<file path="src/rtl/rx78_plane_fetch.sv">
// RX-78 VRAM plane fetcher: reads the six colour planes of a character cell into a shadow
// buffer, transfers them to the plane outputs on swap, and arbitrates CPU access to VRAM.
module rx78_plane_fetch #(
   parameter int unsigned NPLANES = 6
) (
   input  logic        clk,
   input  logic        reset_n,
   input  logic        fetch_start,
   input  logic [12:0] fetch_addr,
   input  logic        swap,
   output logic [7:0]  fg1,
   output logic [7:0]  fg2,
   output logic [7:0]  fg3,
   output logic [7:0]  bg1,
   output logic [7:0]  bg2,
   output logic [7:0]  bg3,
   output logic [12:0] mem_addr,
   output logic [2:0]  mem_plane,
   output logic        mem_rd,
   output logic        mem_we,
   output logic [7:0]  mem_din,
   input  logic [7:0]  mem_dout,
   input  logic        cpu_req,
   input  logic        cpu_we,
   input  logic [2:0]  cpu_plane,
   input  logic [12:0] cpu_addr,
   input  logic [7:0]  cpu_wdata,
   output logic [7:0]  cpu_rdata,
   output logic        cpu_ack,
   output logic        overrun,
   output logic        underrun,
   input  logic        err_clr
);

   localparam logic [2:0] LastK = 3'(NPLANES - 1);

   typedef enum logic [1:0] {StIdle, StFetch, StCpu, StCpuAck} state_e;

   state_e      state_q, state_d;
   logic [2:0]  k_q, k_d;
   logic [12:0] addr_q, addr_d;
   logic        cap_q;
   logic [2:0]  cap_k_q;
   logic [7:0]  shadow_q [NPLANES];
   logic [7:0]  plane_q [NPLANES];
   logic        valid_q, valid_d;
   logic        load_planes;
   logic [12:0] last_addr_q;
   logic [2:0]  last_plane_q;
   logic        cpu_rd_q, cpu_rd_d;
   logic [7:0]  rdata_q;
   logic        ovr_q, ovr_d, unr_q, unr_d;
   logic        ovr_evt;

   always_comb begin
      state_d   = state_q;
      k_d       = k_q;
      addr_d    = addr_q;
      cpu_rd_d  = cpu_rd_q;
      mem_rd    = 1'b0;
      mem_we    = 1'b0;
      mem_din   = 8'h00;
      mem_addr  = last_addr_q;
      mem_plane = last_plane_q;
      cpu_ack   = 1'b0;
      ovr_evt   = 1'b0;
      valid_d   = valid_q;
      unique case (state_q)
         StIdle: begin
            if (fetch_start) begin
               addr_d  = fetch_addr;
               k_d     = 3'd0;
               state_d = StFetch;
            end else if (cpu_req) begin
               state_d = StCpu;
            end
         end
         StFetch: begin
            ovr_evt   = fetch_start;
            mem_rd    = 1'b1;
            mem_plane = k_q;
            mem_addr  = addr_q;
            if (k_q == LastK) begin
               k_d     = 3'd0;
               state_d = StIdle;
            end else begin
               k_d = k_q + 3'd1;
            end
         end
         StCpu: begin
            ovr_evt   = fetch_start;
            mem_plane = cpu_plane;
            mem_addr  = cpu_addr;
            mem_rd    = !cpu_we;
            mem_we    = cpu_we;
            mem_din   = cpu_wdata;
            cpu_rd_d  = !cpu_we;
            state_d   = StCpuAck;
         end
         StCpuAck: begin
            ovr_evt = fetch_start;
            cpu_ack = 1'b1;
            state_d = StIdle;
         end
         default: state_d = StIdle;
      endcase

      // Final capture sets valid only for the next cycle, so a coincident swap still underruns.
      if (cap_q && cap_k_q == LastK) valid_d = 1'b1;
      load_planes = swap && valid_q;
      if (load_planes) valid_d = 1'b0;
      if (state_q == StIdle && fetch_start) valid_d = 1'b0;

      ovr_d = (ovr_q && !err_clr) || ovr_evt;
      unr_d = (unr_q && !err_clr) || (swap && !valid_q);
   end

   // Read data is forwarded during the ack cycle and held afterwards.
   assign cpu_rdata = (state_q == StCpuAck && cpu_rd_q) ? mem_dout : rdata_q;

   always_ff @(posedge clk or negedge reset_n) begin
      if (!reset_n) begin
         state_q      <= StIdle;
         k_q          <= 3'd0;
         addr_q       <= 13'h0000;
         cap_q        <= 1'b0;
         cap_k_q      <= 3'd0;
         valid_q      <= 1'b0;
         last_addr_q  <= 13'h0000;
         last_plane_q <= 3'd0;
         cpu_rd_q     <= 1'b0;
         rdata_q      <= 8'h00;
         ovr_q        <= 1'b0;
         unr_q        <= 1'b0;
         for (int i = 0; i < int'(NPLANES); i++) begin
            shadow_q[i] <= 8'h00;
            plane_q[i]  <= 8'h00;
         end
      end else begin
         state_q      <= state_d;
         k_q          <= k_d;
         addr_q       <= addr_d;
         cap_q        <= (state_q == StFetch);
         cap_k_q      <= k_q;
         valid_q      <= valid_d;
         last_addr_q  <= mem_addr;
         last_plane_q <= mem_plane;
         cpu_rd_q     <= cpu_rd_d;
         rdata_q      <= cpu_rdata;
         ovr_q        <= ovr_d;
         unr_q        <= unr_d;
         if (cap_q) shadow_q[cap_k_q] <= mem_dout;
         if (load_planes) plane_q <= shadow_q;
      end
   end

   assign fg1      = plane_q[0];
   assign fg2      = plane_q[1];
   assign fg3      = plane_q[2];
   assign bg1      = plane_q[3];
   assign bg2      = plane_q[4];
   assign bg3      = plane_q[5];
   assign overrun  = ovr_q;
   assign underrun = unr_q;

endmodule

</file>
<file path="config.mk">
export PLATFORM = sky130hd
export DESIGN_NAME = rx78_plane_fetch
export DESIGN_NICKNAME = d
export VERILOG_FILES = /design/src/rtl/rx78_plane_fetch.sv
export SDC_FILE = /design/constraint.sdc
export NUM_CORES = 1
export LEC_CHECK = 0
export ABC_AREA = 1
export CAP_MARGIN = 20
export CORE_MARGIN = 5
export CORE_UTILIZATION = 35
export DETAILED_ROUTE_END_ITERATION = 7
export SLEW_MARGIN = 15
export SYNTH_ARGS = -nofsm -noshare
export SYNTH_HDL_FRONTEND = slang
export SYNTH_SLANG_ARGS = --single-unit
</file>
<file path="constraint.sdc">
create_clock -name clk -period 2.2 [get_ports clk]
set_clock_uncertainty 0.2 [all_clocks]
set_input_delay 0.44 -clock clk [delete_from_list [all_inputs] [get_ports clk]]
set_output_delay 0.44 -clock clk [all_outputs]
set_load 0.05 [all_outputs]
</file>
==> metrics.yaml <==
status:
  status: "complete, but fails checks"
  failed_checks: "setup timing"
routing:
  drtPass1Iterations: 4
  viasPerCell: 4.72
  routed_wl_um: 16400
  post_drt_wl_per_cell_um: 15.8
  ant_nets: 0
  initialDrtViolationCount: 252
  num_vias: 4908
  drc: 0
worst_setup_path:
  cp-end-kind: "output port"
  critPathRequiredTime_ns: 1.56
  crit_family: "flip-flops"
  worst_path_most_repeated_cell: "buf_12"
  slowest_delay_ns: 0.39
  ff2ff_path_depth: 6
  path_depth: 6
  critPathKind: "reg -> out"
  r2r_start: "state_q[1]"
  rrSetupSlack_ns: 0.55
  critPathLaunch: "state_q[0]"
  crit_fanout: 8
  worst-path-buf-inv: 3
  critPathArrivalTime_ns: 1.81
  r2r_end: "last_addr_q[6]"
  cp-start-kind: "flop"
  crit_chain: "inv_2 > ha_4 > buf_12 > nor2_1 > a21oi_2 > buf_12"
  cp-endpoint: "mem_plane[0]"
  cp_slowest_cell: "dfrtp_1"
clock_tree:
  clkTransAtPathRegs_ns: 0.06
  cts_buffer_depth: 2
  cts_tree: "built"
  cts_made_buffers: 17
  cts_sinks: 146
  ctsHtreeMaxLevel: 4
  cts_root_buffer: "clkbuf_16"
  clk_latency_ns: 0.42
power_and_ir_drop:
  cellPowerDensity_nw_per_um2: 1940
  netSwitchingFraction_pct: 45.1
  leakage_uw: 0.00440
  ir_worst_vdd_mv: 1.59
  internal_power_uw: 9860
  p_seq_share_pct: 25.4
  pwr-share-clk_pct: 16.3
  p_sw_uw: 8090
  p_comb_share_pct: 58.3
logic_synthesis:
  yosys.area.top_type: "dfrtp_1"
  avgSynthCellArea_um2: 9.31
  ys_ff_latch: 146
  synth.cell_area_um2: 5970
  yosys_warnings: 0
  synthCells: 641
  synth_area_leaders: "dfrtp_1, nand2_1, nand3_1"
  synthDominantCellAreaShare_pct: 61.2
  synth.distinct_cells: 20
  ys_async_sr_fraction_pct: 100
  synth_ff_type: "dfrtp_1"
  synth-edff-count: 0
  seq_area_frac_synth_pct: 61.2
  syn_nets: 697
sta:
  setup_violations: 34
  worst_hold_slack_ns: 0.265
  fin_crit_sh_pct: 112
  final-hold-violation-count: 0
  fmax_ghz: 0.408
  tightest_slew_ns: 0.509
  drv_slew: 0
  setup_slack_ns: -0.253
  fin_crit_ns: 2.45
  rsz0062_at_grt: "true"
  relSlewSlack_pct: 66.2
global_routing:
  grt_usage_pct: 17.3
  grt.overflow.total: 0
  antenna_found_initial: 0
  grt_pass1_vias: 5138
  grt_max_degree: 50
  grt_pass1_wl_um: 26700
min_path:
  hold_path_depth: 2
  holdCritPathClass: "reg -> reg"
final_layout:
  final_nets: 862
  fin_util_pct: 55.7
  syn_to_final_growth_pct: 55.2
  layout-drive-gt1-share_pct: 30.5
  diodes: 0
place:
  routabilityCongestion: 0.771
  io_buffers: 136
  hpwl_um: 11400
die:
  io_pins: 137
  std_cell_rows: 47
  dieHeight_um: 141
  initial_core_util_pct: 35.9
  core_area_um2: 16600
  die_width_um: 141
  die-area_um2: 19800
flow_run:
  maxCapViolations: 0
[synth_stat cells (3+ instances only)]
| master | n |
|---|---|
| o21ai_0 | 11 |
| inv_2 | 4 |
| nand2_1 | 228 |
| nor2_2 | 3 |
| buf_6 | 4 |
| ha_1 | 4 |
| nor2_1 | 20 |
| nand3_1 | 67 |
| buf_2 | 24 |
| inv_1 | 29 |
| nand2_2 | 7 |
| o21ai_1 | 17 |
| a21oi_1 | 33 |
| dfrtp_1 | 146 |
| o21ai_2 | 32 |
| clkbuf_1 | 8 |
[power by group through the flow]
stage	combinational, uW	clock (uW)	sequential, uW
finish	10500	2930	4560
CTS	10300	3000	4520
detailed placement	9690	0	4540
global placement	9540	0	4490
floorplan	4340	0	5980
global route	11100	3140	4710
[cell usage in the layout (no fill, tap or decap)]
master,n
inv_6,1
clkdlybuf4s50_1,49
bufinv_16,3
o21ai_2,32
ha_4,4
clkbuf_1,1
buf_12,40
buf_16,3
o22ai_1,1
nand2_4,9
dfrtp_2,1
dfrtp_1,145
o21ai_1,17
nand2_2,12
a21oi_2,16
buf_2,1
clkbuf_8,1
inv_1,23
nand2_1,214
inv_4,1
clkinv_2,4
nand3_1,67
dlygate4sd3_1,1
clkinv_4,3
o21ai_0,3
a21oi_4,16
buf_4,47
clkbuf_16,17
nor2_1,11
buf_6,6
inv_8,1
o21ai_4,8
dlygate4sd2_1,35
clkinvlp_4,2
nor2_4,3
nor2_2,10
a21oi_1,2
inv_2,9
[worst register-to-register path: stages, from the launching register on]
cell and delay, ns:
dfrtp_2 0.43, inv_2 0.10, ha_4 0.26, buf_12 0.16, nor2_1 0.20, a21oi_4 0.06
buf_4 0.13
[worst min path at each step]
stage / start / end / slack [ns]
detailed placement: reset_n / bg2[5] / 0.20
finish: bg3[6] / bg3[6] / 0.26
floorplan: reset_n / addr_q[0] / -0.06
global route: fg3[0] / fg3[0] / 0.28
CTS: bg3[6] / bg3[6] / 0.27
global placement: reset_n / bg1[3] / 0.19
[timing repair]
| item | CTS | global route |
|---|---|---|
| hold buffers | 1 | 0 |
| pin swaps | 12 | 5 |
| setup endpoints to repair | 69 | 34 |
| hold endpoints to repair | 39 | 0 |
| gates resized for setup | 92 | 22 |
| buffers inserted | 7 | 10 |
| gates cloned | 5 | 0 |
[per-layer routing]
layer | share of wire, % | GRT usage [%] | vias up
li1 | - | - | 2387
met1 | 41 | 20.7 | 2346
met2 | 49 | 28.9 | 160
met3 | 9.1 | 7.01 | 15
met4 | 1.0 | 4.74 | 0
met5 | 0 | 0 | -
[kinds of logic after synthesis]
| family | share of synthesized area, % |
|---|---|
| compound gates | 10.1 |
| fa+ha+maj | 0.838 |
| buf+inv | 5.47 |
| flops | 61.2 |
| simple gates | 22.4 |
[per-stage QoR]
step           cell area [um^2]  total power, uW  setup slack, ns  std cells  TNS [ns]
6_report                   9270            17900           -0.253       1039     -6.38
4_1_cts                    9100            17800           -0.252       1029     -5.78
5_1_grt                    9270            18900           -0.357       1039     -9.13
2_1_floorplan              6230            10300          -0.0202        641    -0.193
3_5_place_dp               8200            14200           0.0188        984         0
3_3_place_gp               8200            14000            0.101        984         0
[cell type report]
class / instances / area, um^2
fill: 1445 / 7380
sequential: 146 / 3650
multi-input combinational: 425 / 2480
timing repair buffer: 182 / 2120
clock buffer: 19 / 443
tap: 220 / 275
clock inverter: 13 / 160
inverter: 33 / 131
timing repair inverter: 1 / 6.26
[flip-flops by register name, summed over array words and instances, names as in the netlist]
signal / count
rdata_q: 8
cpu_rd_q: 1
last_plane_q: 3
overrun: 1
underrun: 1
cap_k_q: 3
fg1: 8
bg3: 8
fg3: 8
addr_q: 13
state_q: 2
bg2: 8
last_addr_q: 13
k_q: 3
cap_q: 1
shadow_q: 48
bg1: 8
valid_q: 1
fg2: 8
(Power assumes the default switching activity.)
